$ cat src/rtl/branch_history_table.sv
// Branch history table: 2-bit saturating taken/not-taken counters indexed by PC,
// with resolved-branch and misprediction performance counters.
module branch_history_table #(
    parameter int INST_ADDR_WIDTH = 32,
    parameter int BHT_INDEX_WIDTH = 6,
    parameter int CNT_WIDTH       = 32
) (
    input  logic                       clk,
    input  logic                       rst,
    input  logic                       lookup_valid_ID,
    input  logic [INST_ADDR_WIDTH-1:0] lookup_PC_ID,
    output logic                       predict_branch_taken_ID,
    input  logic                       update_valid_EX,
    input  logic [INST_ADDR_WIDTH-1:0] update_PC_EX,
    input  logic                       update_taken_EX,
    input  logic                       fix_predict_EX,
    output logic [CNT_WIDTH-1:0]       branch_cnt,
    output logic [CNT_WIDTH-1:0]       mispredict_cnt
);

    localparam int ENTRIES = 1 << BHT_INDEX_WIDTH;
    localparam logic [1:0] SNT = 2'b00;
    localparam logic [1:0] WNT = 2'b01;
    localparam logic [1:0] ST  = 2'b11;

    logic [ENTRIES-1:0][1:0]    bht_q, bht_d;
    logic [CNT_WIDTH-1:0]       branch_cnt_q, branch_cnt_d;
    logic [CNT_WIDTH-1:0]       mispredict_cnt_q, mispredict_cnt_d;
    logic [BHT_INDEX_WIDTH-1:0] lookup_idx;
    logic [BHT_INDEX_WIDTH-1:0] update_idx;
    logic [1:0]                 cur_ctr;
    logic [1:0]                 nxt_ctr;

    assign lookup_idx = lookup_PC_ID[BHT_INDEX_WIDTH+1:2];
    assign update_idx = update_PC_EX[BHT_INDEX_WIDTH+1:2];
    assign cur_ctr    = bht_q[update_idx];

    // Reads the registered table, so a same-cycle update is not bypassed.
    assign predict_branch_taken_ID = lookup_valid_ID & bht_q[lookup_idx][1];

    assign branch_cnt     = branch_cnt_q;
    assign mispredict_cnt = mispredict_cnt_q;

    always_comb begin
        nxt_ctr          = cur_ctr;
        bht_d            = bht_q;
        branch_cnt_d     = branch_cnt_q;
        mispredict_cnt_d = mispredict_cnt_q;
        if (update_taken_EX) begin
            if (cur_ctr != ST) nxt_ctr = cur_ctr + 2'd1;
        end else begin
            if (cur_ctr != SNT) nxt_ctr = cur_ctr - 2'd1;
        end
        if (update_valid_EX) begin
            bht_d[update_idx] = nxt_ctr;
            if (!(&branch_cnt_q))
                branch_cnt_d = branch_cnt_q + CNT_WIDTH'(1);
            if (fix_predict_EX && !(&mispredict_cnt_q))
                mispredict_cnt_d = mispredict_cnt_q + CNT_WIDTH'(1);
        end
    end

    always_ff @(posedge clk) begin
        if (rst) begin
            bht_q            <= {ENTRIES{WNT}};
            branch_cnt_q     <= '0;
            mispredict_cnt_q <= '0;
        end else begin
            bht_q            <= bht_d;
            branch_cnt_q     <= branch_cnt_d;
            mispredict_cnt_q <= mispredict_cnt_d;
        end
    end

endmodule

$ cat config.mk
export PLATFORM = sky130hd
export DESIGN_NAME = branch_history_table
export DESIGN_NICKNAME = d
export VERILOG_FILES = /design/src/rtl/branch_history_table.sv
export SDC_FILE = /design/constraint.sdc
export NUM_CORES = 1
export LEC_CHECK = 0
export BUFFER_PORTS_ARGS = -buffer_cell sky130_fd_sc_hd__buf_2
export CORE_MARGIN = 5
export CORE_UTILIZATION = 40
export CTS_BUF_LIST = sky130_fd_sc_hd__clkbuf_16
export DETAILED_ROUTE_END_ITERATION = 10
export PLACE_DENSITY_LB_ADDON = 0.05
export SYNTH_ARGS = -nofsm -noshare
export SYNTH_HDL_FRONTEND = slang
export SYNTH_SLANG_ARGS = --single-unit
$ cat constraint.sdc
create_clock -name clk -period 5.9 [get_ports clk]
set_clock_uncertainty 0.05 [all_clocks]
set_input_delay 0.885 -clock clk [delete_from_list [all_inputs] [get_ports clk]]
set_output_delay 0.885 -clock clk [all_outputs]
set_load 0.005 [all_outputs]
==> run metrics, run 1 <==
outcome finished clean; most frequent cells in the layout 192 x dfxtp_1, 151 x nor2_1, 124 x nand2_1, 121 x a21oi_1, 81 x buf_2; adder-cell area share of the yosys netlist 0.491%; Max FO, Critical Path 16; die extent in y 166 um; unrepaired setup endpoints after global routing false; initial antenna violation count 1; fill count 2484; number of detailed-route iterations in the first pass 5; delay of the slowest critical-path stage 640 ps; main combinational cell family by area after synthesis simple AND/OR/NAND/NOR gates; leakage power 3.79 nW; Die ar. 27400 sq um; Placeable Area 24100 sq um; port buffer count 82; most common cell after layout, fill and taps aside dfxtp_1; distinct cell type count after synthesis 73; slowest stage cell, crit path mux4_2; cts hold-fix bufs 0; cts repair resizes 0; top-level I/O count 135; placed instance count 1474; Final Wtd Congestion 0.781; hold crit path type reg2reg; r2r startpoint bht_q[113]; clock latency on the worst-skew pair 440 ps; final setup fails 0; FFs w/ async S/R, synth 0%; FP Rows 57; DRT Wirelength 28000 um; syn_nets 1197; Critical Path End predict_branch_taken_ID; CTS tree done; Tmin final 4180 ps; post-synthesis instance total 1125; drt wl/cell 18.6 um; critical path capture point type primary output; slew margin rel. 26.2%; max-cap violations 0; Worst-path clk slew 80 ps; Synth Cell Area 9680 sq um; multi-input combinational cell area 5390 sq um; Synth-to-Final Area Change 11.2%; design area 10800 sq um; ant diodes 0; largest net degree at the start of global routing 84; Total Routing Usage GR 21.0%; clk buf depth 2; fin cells 1506; FMAX 239 MHz; Avg Vias per Cell 5.56; number of global-route vias before repair 8107; DRT iter0 DRCs 623; Critical Path Most Common Cell mux4_2; H-tree depth 4; flip-flop and latch area 3840 sq um; final setup TNS 0 ps; Warnings, synthesis 0; Reg-to-Reg End bht_q[123]; final hold vios 0; first-pass GRT wire length 45400 um; reg2reg path depth 8; Post-CTS Setup Bufs 0; cts bufs inserted 17; CP Data Required Time 4970 ps; GR Overflow Total 0; Critical Path Start Type primary input; peak supply drop 132 uV; fin crit share 70.8%; post-synthesis sequential area ratio 39.7%; final core occ 44.6%; Final HPWL DP 18300 um; Post-synth EDFFs 0; Synth Register Bits 192; Top FF cell, synth dfxtp_1; Nets 1241; post-synthesis simple-gate area fraction 20.6%; routed vias 8373; Crit. Startpoint lookup_PC_ID[2]; CP Cell Sequence buf_2 > mux4_2 > mux4_2 > mux4_2 > and2_1 > buf_2; share of cells above drive strength 1 18.2%; Synth Area in Compound Gates 20.6%; Root Driver clkbuf_16; crit path DAT 3240 ps; Worst R2R Setup Slack 2810 ps; Least-Margin Pin Slew 1100 ps; Pwr Density 247 nW/um^2; Mean Syn Cell Area 8.60 sq um; Routed Antenna Nets 0; Die Wd 166 um; Clock Sink Count 192; Initial Util 40.2%; Final Max Slew Viols 0; post-synthesis xor/xnor area fraction 3.98%; Remaining DRCs 0; Post-Place Cell Area 10200 sq um; post-synthesis mux area share 9.91%; WS Path Type in2out
[critical path: cells and delay by family]
| family | cells | cell delay [ps] |
|---|---|---|
| mux | 3 | 1600 |
| simple gates | 1 | 160 |
| buf+inv | 2 | 610 |
[stage by stage]
stage	hold WS (ps)	setup WS, ps	power (mW)
after floorplan	386	1960	1.50
after global routing	443	1610	2.77
final	420	1720	2.66
after global placement	394	1430	1.56
after detailed placement	403	1410	1.56
after CTS	421	1700	2.69
[logic make-up after synthesis]
kind of cell               count (synthesis)
muxes                                     58
and+or+nand+nor                          425
AOI/OAI and AO/OA                        320
adders and majority gates                  4
DFF                                      192
buffers and inverters                     82
xor gates and xnor gates                  44
[cells in the mapped netlist (3+ instances only)]
library cell,instances,area [sq um]
and2_1,3,18.8
buf_4,6,45.0
nor4_1,4,25.0
a211oi_1,5,37.5
nand2_1,124,465
clkbuf_1,31,116
inv_1,8,30.0
o21ai_1,50,250
o211ai_2,12,150
a211oi_2,16,200
buf_12,3,60.1
mux2i_1,19,190
a22oi_1,7,52.6
xor2_1,18,158
and4_1,10,87.6
nor2b_1,5,31.3
a21oi_1,121,606
dfxtp_1,192,3840
mux4_2,29,653
nand3_1,34,170
and3_1,7,43.8
buf_1,5,18.8
buf_6,5,56.3
o21ai_0,67,335
nand3b_1,7,52.6
o22ai_1,5,31.3
or3_1,19,119
nor2_1,151,567
o211ai_1,4,30.0
nand4_1,16,100
inv_2,3,11.3
mux2_2,7,78.8
xnor2_1,26,228
o22a_1,4,35.0
buf_2,20,100
nor3_1,18,90.1
or3b_2,5,43.8
a221oi_1,8,70.1
[power by group]
part | total (mW) | switching, mW | internal, mW | leakage (nW)
clock | 1.13 | 0.571 | 0.564 | 0.284
combinational | 0.215 | 0.162 | 0.0538 | 1.95
sequential | 1.31 | 0.00695 | 1.30 | 1.55
[routing by layer]
metal / part of all wire, % / global-route usage [%] / vias up
li1: - / - / 4159
met1: 48 / 29.8 / 3988
met2: 46 / 33.1 / 203
met3: 5.5 / 4.59 / 21
met4: 0.97 / 4.27 / 2
met5: 0.046 / 0 / -
[flip-flops by register name (all words and copies together) (netlist names)]
| name | count |
|---|---|
| bht_q | 128 |
| mispredict_cnt | 32 |
| branch_cnt | 32 |
[worst min path at each step]
stage	start	endpoint	slack (ps)	cells past startpoint
final	bht_q[42]	bht_q[42]	420	2
after global routing	bht_q[118]	bht_q[118]	440	2
after CTS	bht_q[42]	bht_q[42]	420	2
after detailed placement	bht_q[42]	bht_q[42]	400	2
after global placement	bht_q[42]	bht_q[42]	390	2
after floorplan	bht_q[42]	bht_q[42]	390	2
[area by class of cell]
type	count	area share, %
clock buffers	17	3.95
clock inverters	15	1.31
inverters	11	0.384
multi-input cells	851	50.1
flip-flops and latches	192	35.7
well taps	324	3.77
repair buffers	96	4.81
No activity file was read; power rests on OpenSTA's default activity.
==> inputs of run 2 (changes only) <==
--- a/config.mk
+++ b/config.mk
@@ -5,6 +5,7 @@
 export SDC_FILE = /design/constraint.sdc
 export NUM_CORES = 1
 export LEC_CHECK = 0
+export ABC_AREA = 1
 export BUFFER_PORTS_ARGS = -buffer_cell sky130_fd_sc_hd__buf_2
 export CORE_MARGIN = 5
 export CORE_UTILIZATION = 40
==> constraint.sdc (replaced) <==
create_clock -name clk -period 4.2 [get_ports clk]
set_clock_uncertainty 0.05 [all_clocks]
set_input_delay 0.63 -clock clk [delete_from_list [all_inputs] [get_ports clk]]
set_output_delay 0.63 -clock clk [all_outputs]
set_load 0.005 [all_outputs]
==> run metrics, run 2 <==
Final Wtd Congestion 0.948; gr busiest metal met2; final setup fails 0; final core occ 45.3%; top-level I/O count 135; Least-Margin Pin Slew 971 ps; crit path DAT 2460 ps; routed vias 10800; M2 GR Usage 37.3%; Tot Pwr 3.98 mW; Final HPWL DP 21800 um; unrepaired setup endpoints after global routing false; CTS tree done; Warnings, synthesis 0; ant diodes 0; GR Overflow Total 0; Max FO, Critical Path 15; first-pass GRT wire length 53700 um; most area-consuming cells after synthesis dfxtp_1 36%, nand2_1 21%, nor2_1 8.6%; port buffer count 82; distinct cell type count after synthesis 34; Pwr Density 336 nW/um^2; cell taking the most area after synthesis dfxtp_1; final setup TNS 0 ps; Hold Path End bht_q[68]; Critical Path Start Type primary input; syn_nets 1803; Sw Ratio 26.4%; Routed Antenna Nets 0; Final Max Slew Viols 0; most frequent cells in the layout 591 x nand2_1, 245 x nor2_1, 192 x dfxtp_1, 151 x inv_1, 144 x a21oi_1; Reg-to-Reg End branch_cnt[8]; Worst R2R Setup Slack 1380 ps; largest net degree at the start of global routing 76; Biggest register bht_q; most common cell in the netlist nand2_1; Root Driver clkbuf_16; Post-CTS Setup Bufs 0; FFs w/ async S/R, synth 0%; Clock Power Share 44.2%; Tmin final 3140 ps; clock latency on the worst-skew pair 430 ps; Synth-to-Final Area Change 11.1%; die extent in y 173 um; Remaining DRCs 0; max-cap violations 0; WS Path Type in2out; Nets 1843; leakage power 5.31 nW; sequential share of power 46.3%; share of cells above drive strength 1 7.69%; Clock Sink Count 192; initial antenna violation count 0; Psw 1.05 mW; Post-synth EDFFs 0; CP Data Required Time 3520 ps; most common cell after layout, fill and taps aside nand2_1; r2r startpoint branch_cnt[1]; clk buf depth 2; hold_sp bht_q[68]; post-route setup slack 1060 ps; DRT iter0 DRCs 802; DRT Wirelength 33000 um; Worst-path clk slew 70 ps; outcome finished clean; hold crit path type reg2reg; number of detailed-route iterations in the first pass 5; Initial Util 40.8%; post-synthesis instance total 1731; P_int 2.92 mW; slew margin rel. 35.3%; Top FF cell, synth dfxtp_1; top cell type's share of synthesized area 36.1%; Placeable Area 26100 sq um; fin crit share 74.7%; Combinational Power Share 9.5%; reg2reg path depth 11; cts bufs inserted 17; Mean Syn Cell Area 6.15 sq um; max reg flops 128; peak supply drop 196 uV; final hold vios 0; FP Rows 59; met3 Usage GRT 3.06%; fill count 2839; Avg Vias per Cell 5.08; Die Wd 173 um; top cells by count, synth 591 x nand2_1, 245 x nor2_1, 192 x dfxtp_1; FMAX 319 MHz; GR Layer Usage met1 28.7%; drt wl/cell 15.6 um; Synth Cell Area 10700 sq um; number of global-route vias before repair 10200; post-synthesis sequential area ratio 36.1%; critical path capture point type primary output; Total Routing Usage GR 21.8%; Die ar. 30000 sq um; Synth Register Bits 192; cts repair resizes 0; hold depth 2; Post-Place Setup Slack 913 ps; cts hold-fix bufs 0; H-tree depth 4
-- run 2: changes by cell type after synthesis, sizes merged, moves of 14 or more --
cell / before / now
nand3: 34 / 50
nor2: 153 / 245
mux2i: 19 / 0
a21oi: 121 / 144
nor3: 18 / 37
or3: 19 / 0
xnor2: 26 / 7
a211oi: 21 / 6
inv: 11 / 153
o211ai: 16 / 2
mux4: 29 / 0
nand2: 124 / 593
-- run 2: how the worst max path moves through the flow --
stage	from	endpoint	slack, ps	cells after the start
after global placement	update_PC_EX[2]	bht_q[95]	930	13
after floorplan	lookup_PC_ID[2]	predict_branch_taken_ID	1670	10
final	lookup_PC_ID[2]	predict_branch_taken_ID	1060	10
after detailed placement	update_PC_EX[2]	bht_q[93]	910	13
after global routing	lookup_PC_ID[2]	predict_branch_taken_ID	900	10
after CTS	lookup_PC_ID[2]	predict_branch_taken_ID	1130	10
-- run 2: cell type report --
type / instances / area [sq um] / share of cell area, %
clock inverters: 13 / 189 / 1.60
multi-input cells: 1306 / 5810 / 49.0
repair buffers: 101 / 581 / 4.90
inverters: 153 / 574 / 4.85
clock buffers: 17 / 425 / 3.59
well taps: 335 / 419 / 3.54
flip-flops and latches: 192 / 3840 / 32.5
-- run 2: layer usage --
metal	up-vias	wire, um
met2	253	15500
met4	0	618
met1	4865	15500
met5	-	0
li1	5603	-
met3	41	1430
-- run 2: power by group through the flow --
| stage | logic, mW | registers (mW) | clock network (mW) |
|---|---|---|---|
| 2_1_floorplan | 0.279 | 1.88 | 0 |
| 3_3_place_gp | 0.383 | 1.88 | 0 |
| 3_5_place_dp | 0.380 | 1.88 | 0 |
| 4_1_cts | 0.381 | 1.84 | 1.80 |
| 5_1_grt | 0.422 | 1.84 | 1.88 |
| 6_report | 0.380 | 1.84 | 1.76 |
-- run 2: kinds of logic after synthesis --
group | Yosys count | share of synthesized area, %
compound gates | 297 | 14.9
xor+xnor | 31 | 2.55
fa+ha+maj | 2 | 0.235
buf+inv | 233 | 9.42
flops | 192 | 36.1
simple gates | 976 | 36.8
-- run 2: through the flow --
| stage | hold slack [ps] | cell area [sq um] | cells |
|---|---|---|---|
| floorplan | 390 | 10700 | 1731 |
| global placement | 399 | 11200 | 2087 |
| detailed placement | 403 | 11200 | 2087 |
| CTS | 421 | 11800 | 2117 |
| global route | 448 | 11800 | 2117 |
| finish | 415 | 11800 | 2117 |
-- run 2: critical path: stages --
cell and delay (ps):
buf_2 110, inv_1 370, buf_4 270, nor2_1 50
o221ai_1 230, nand3_1 150, nand3_1 130, nand3b_1 90
a21boi_0 250, buf_2 170
==> inputs of run 3 (changes only) <==
==> constraint.sdc (replaced) <==
create_clock -name clk -period 2.7 [get_ports clk]
set_clock_uncertainty 0.05 [all_clocks]
set_input_delay 0.405 -clock clk [delete_from_list [all_inputs] [get_ports clk]]
set_output_delay 0.405 -clock clk [all_outputs]
set_load 0.005 [all_outputs]
==> run metrics, run 3 (same netlist as run 2, synthesis figures left out) <==
Die Wd 173 um; slowest stage cell, crit path buf_2; outcome finished clean; Final HPWL DP 22400 um; critical path capture point type primary output; DRT iter0 DRCs 819; Clock Power Share 41.7%; gr busiest metal met2; FMAX 392 MHz; max-cap violations 0; Least-Margin Pin Slew 752 ps; Combinational Power Share 10.7%; Post-CTS Setup Bufs 0; routed vias 10900; Root Driver clkbuf_16; Max FO, Critical Path 32; Clock Sink Count 192; cts hold-fix bufs 0; FP Rows 59; port buffer count 82; largest net degree at the start of global routing 93; most common cell after layout, fill and taps aside nand2_1; max reg flops 128; H-tree depth 4; met3 Usage GRT 3.21%; Psw 1.69 mW; hold crit path type in2reg; number of global-route vias before repair 10200; Initial Util 40.8%; M2 GR Usage 36.7%; peak supply drop 293 uV; initial antenna violation count 0; Tmin final 2550 ps; Nets 1865; Pwr Density 499 nW/um^2; Final Max Slew Viols 0; clock latency on the worst-skew pair 430 ps; P_int 4.33 mW; Post-Place Setup Slack 192 ps; crit path DAT 2100 ps; leakage power 5.42 nW; first-pass GRT wire length 53900 um; final hold vios 0; Tot Pwr 6.02 mW; clk buf depth 2; cts bufs inserted 17; sequential share of power 47.6%; Biggest register bht_q; Final Wtd Congestion 0.887; post-route setup slack 149 ps; Placeable Area 26100 sq um; WS Path Type in2out; Routed Antenna Nets 0; number of detailed-route iterations in the first pass 5; final setup fails 0; Avg Vias per Cell 5.07; ant diodes 0; delay of the slowest critical-path stage 510 ps; Post-Place Cell Area 11500 sq um; GR Layer Usage met1 29.1%; Hold WS 228 ps; Sw Ratio 28.0%; final setup TNS 0 ps; unrepaired setup endpoints after global routing false; DRT Wirelength 32900 um; CP Cell Sequence buf_2 > o21ai_0 > o21ai_0 > o21ai_0 > nand3_1 > nand3_1 > a21boi_0 > buf_2; Total Routing Usage GR 21.7%; most frequent cells in the layout 591 x nand2_1, 245 x nor2_1, 192 x dfxtp_1, 151 x inv_1, 144 x a21oi_1; share of cells above drive strength 1 8.91%; slew margin rel. 49.8%; design area 12100 sq um; Critical Path Most Common Cell o21ai_0; drt wl/cell 15.4 um; Worst-path clk slew 80 ps; CP Data Required Time 2250 ps; Critical Path Start Type primary input; Die ar. 30000 sq um; Synth-to-Final Area Change 13.1%; top-level I/O count 135; GR Overflow Total 0; fin crit share 94.5%; CTS tree done; cts repair resizes 0; Remaining DRCs 0; die extent in y 173 um
[run 3: critical path: cells and delay by family]
kind	cells	cell delay, ps
AO/OA/AOI/OAI	4	800
buffers and inverters	2	650
AND/OR/NAND/NOR	2	230
[run 3: metrics by stage]
stage,instances,utilization [%]
6_report,2141,46.1
5_1_grt,2141,46.1
4_1_cts,2141,46.1
3_5_place_dp,2109,44.0
3_3_place_gp,2109,44.0
2_1_floorplan,1731,-
[run 3: routing by layer]
layer	up-vias	share of wire (%)
met5	-	0
met1	4918	47
li1	5642	-
met4	0	1.9
met2	259	47
met3	35	4.1
[run 3: path summary, 6_finish.rpt]
path,start,to,slack (ps),depth (start not counted)
hold reg to reg,bht_q[56],bht_q[56],420,2
hold / removal,rst,branch_cnt[26],230,2
setup / recovery,lookup_PC_ID[3],predict_branch_taken_ID,150,8
setup reg to reg,branch_cnt[1],branch_cnt[8],390,11
[run 3: power by group through the flow]
stage	registers, mW	clock network (mW)	logic [mW]
detailed placement	2.93	0	0.651
global placement	2.93	0	0.651
global route	2.86	2.71	0.715
finish	2.86	2.51	0.646
floorplan	2.92	0	0.434
CTS	2.86	2.57	0.653
[run 3: cell type report]
type                    instances  area [sq um]
clock inverters                15           136
clock buffers                  17           425
flip-flops and latches        192          3840
inverters                     153           574
repair buffers                123           846
fillers                      2847         14100
multi-input cells            1306          5810
well taps                     335           419
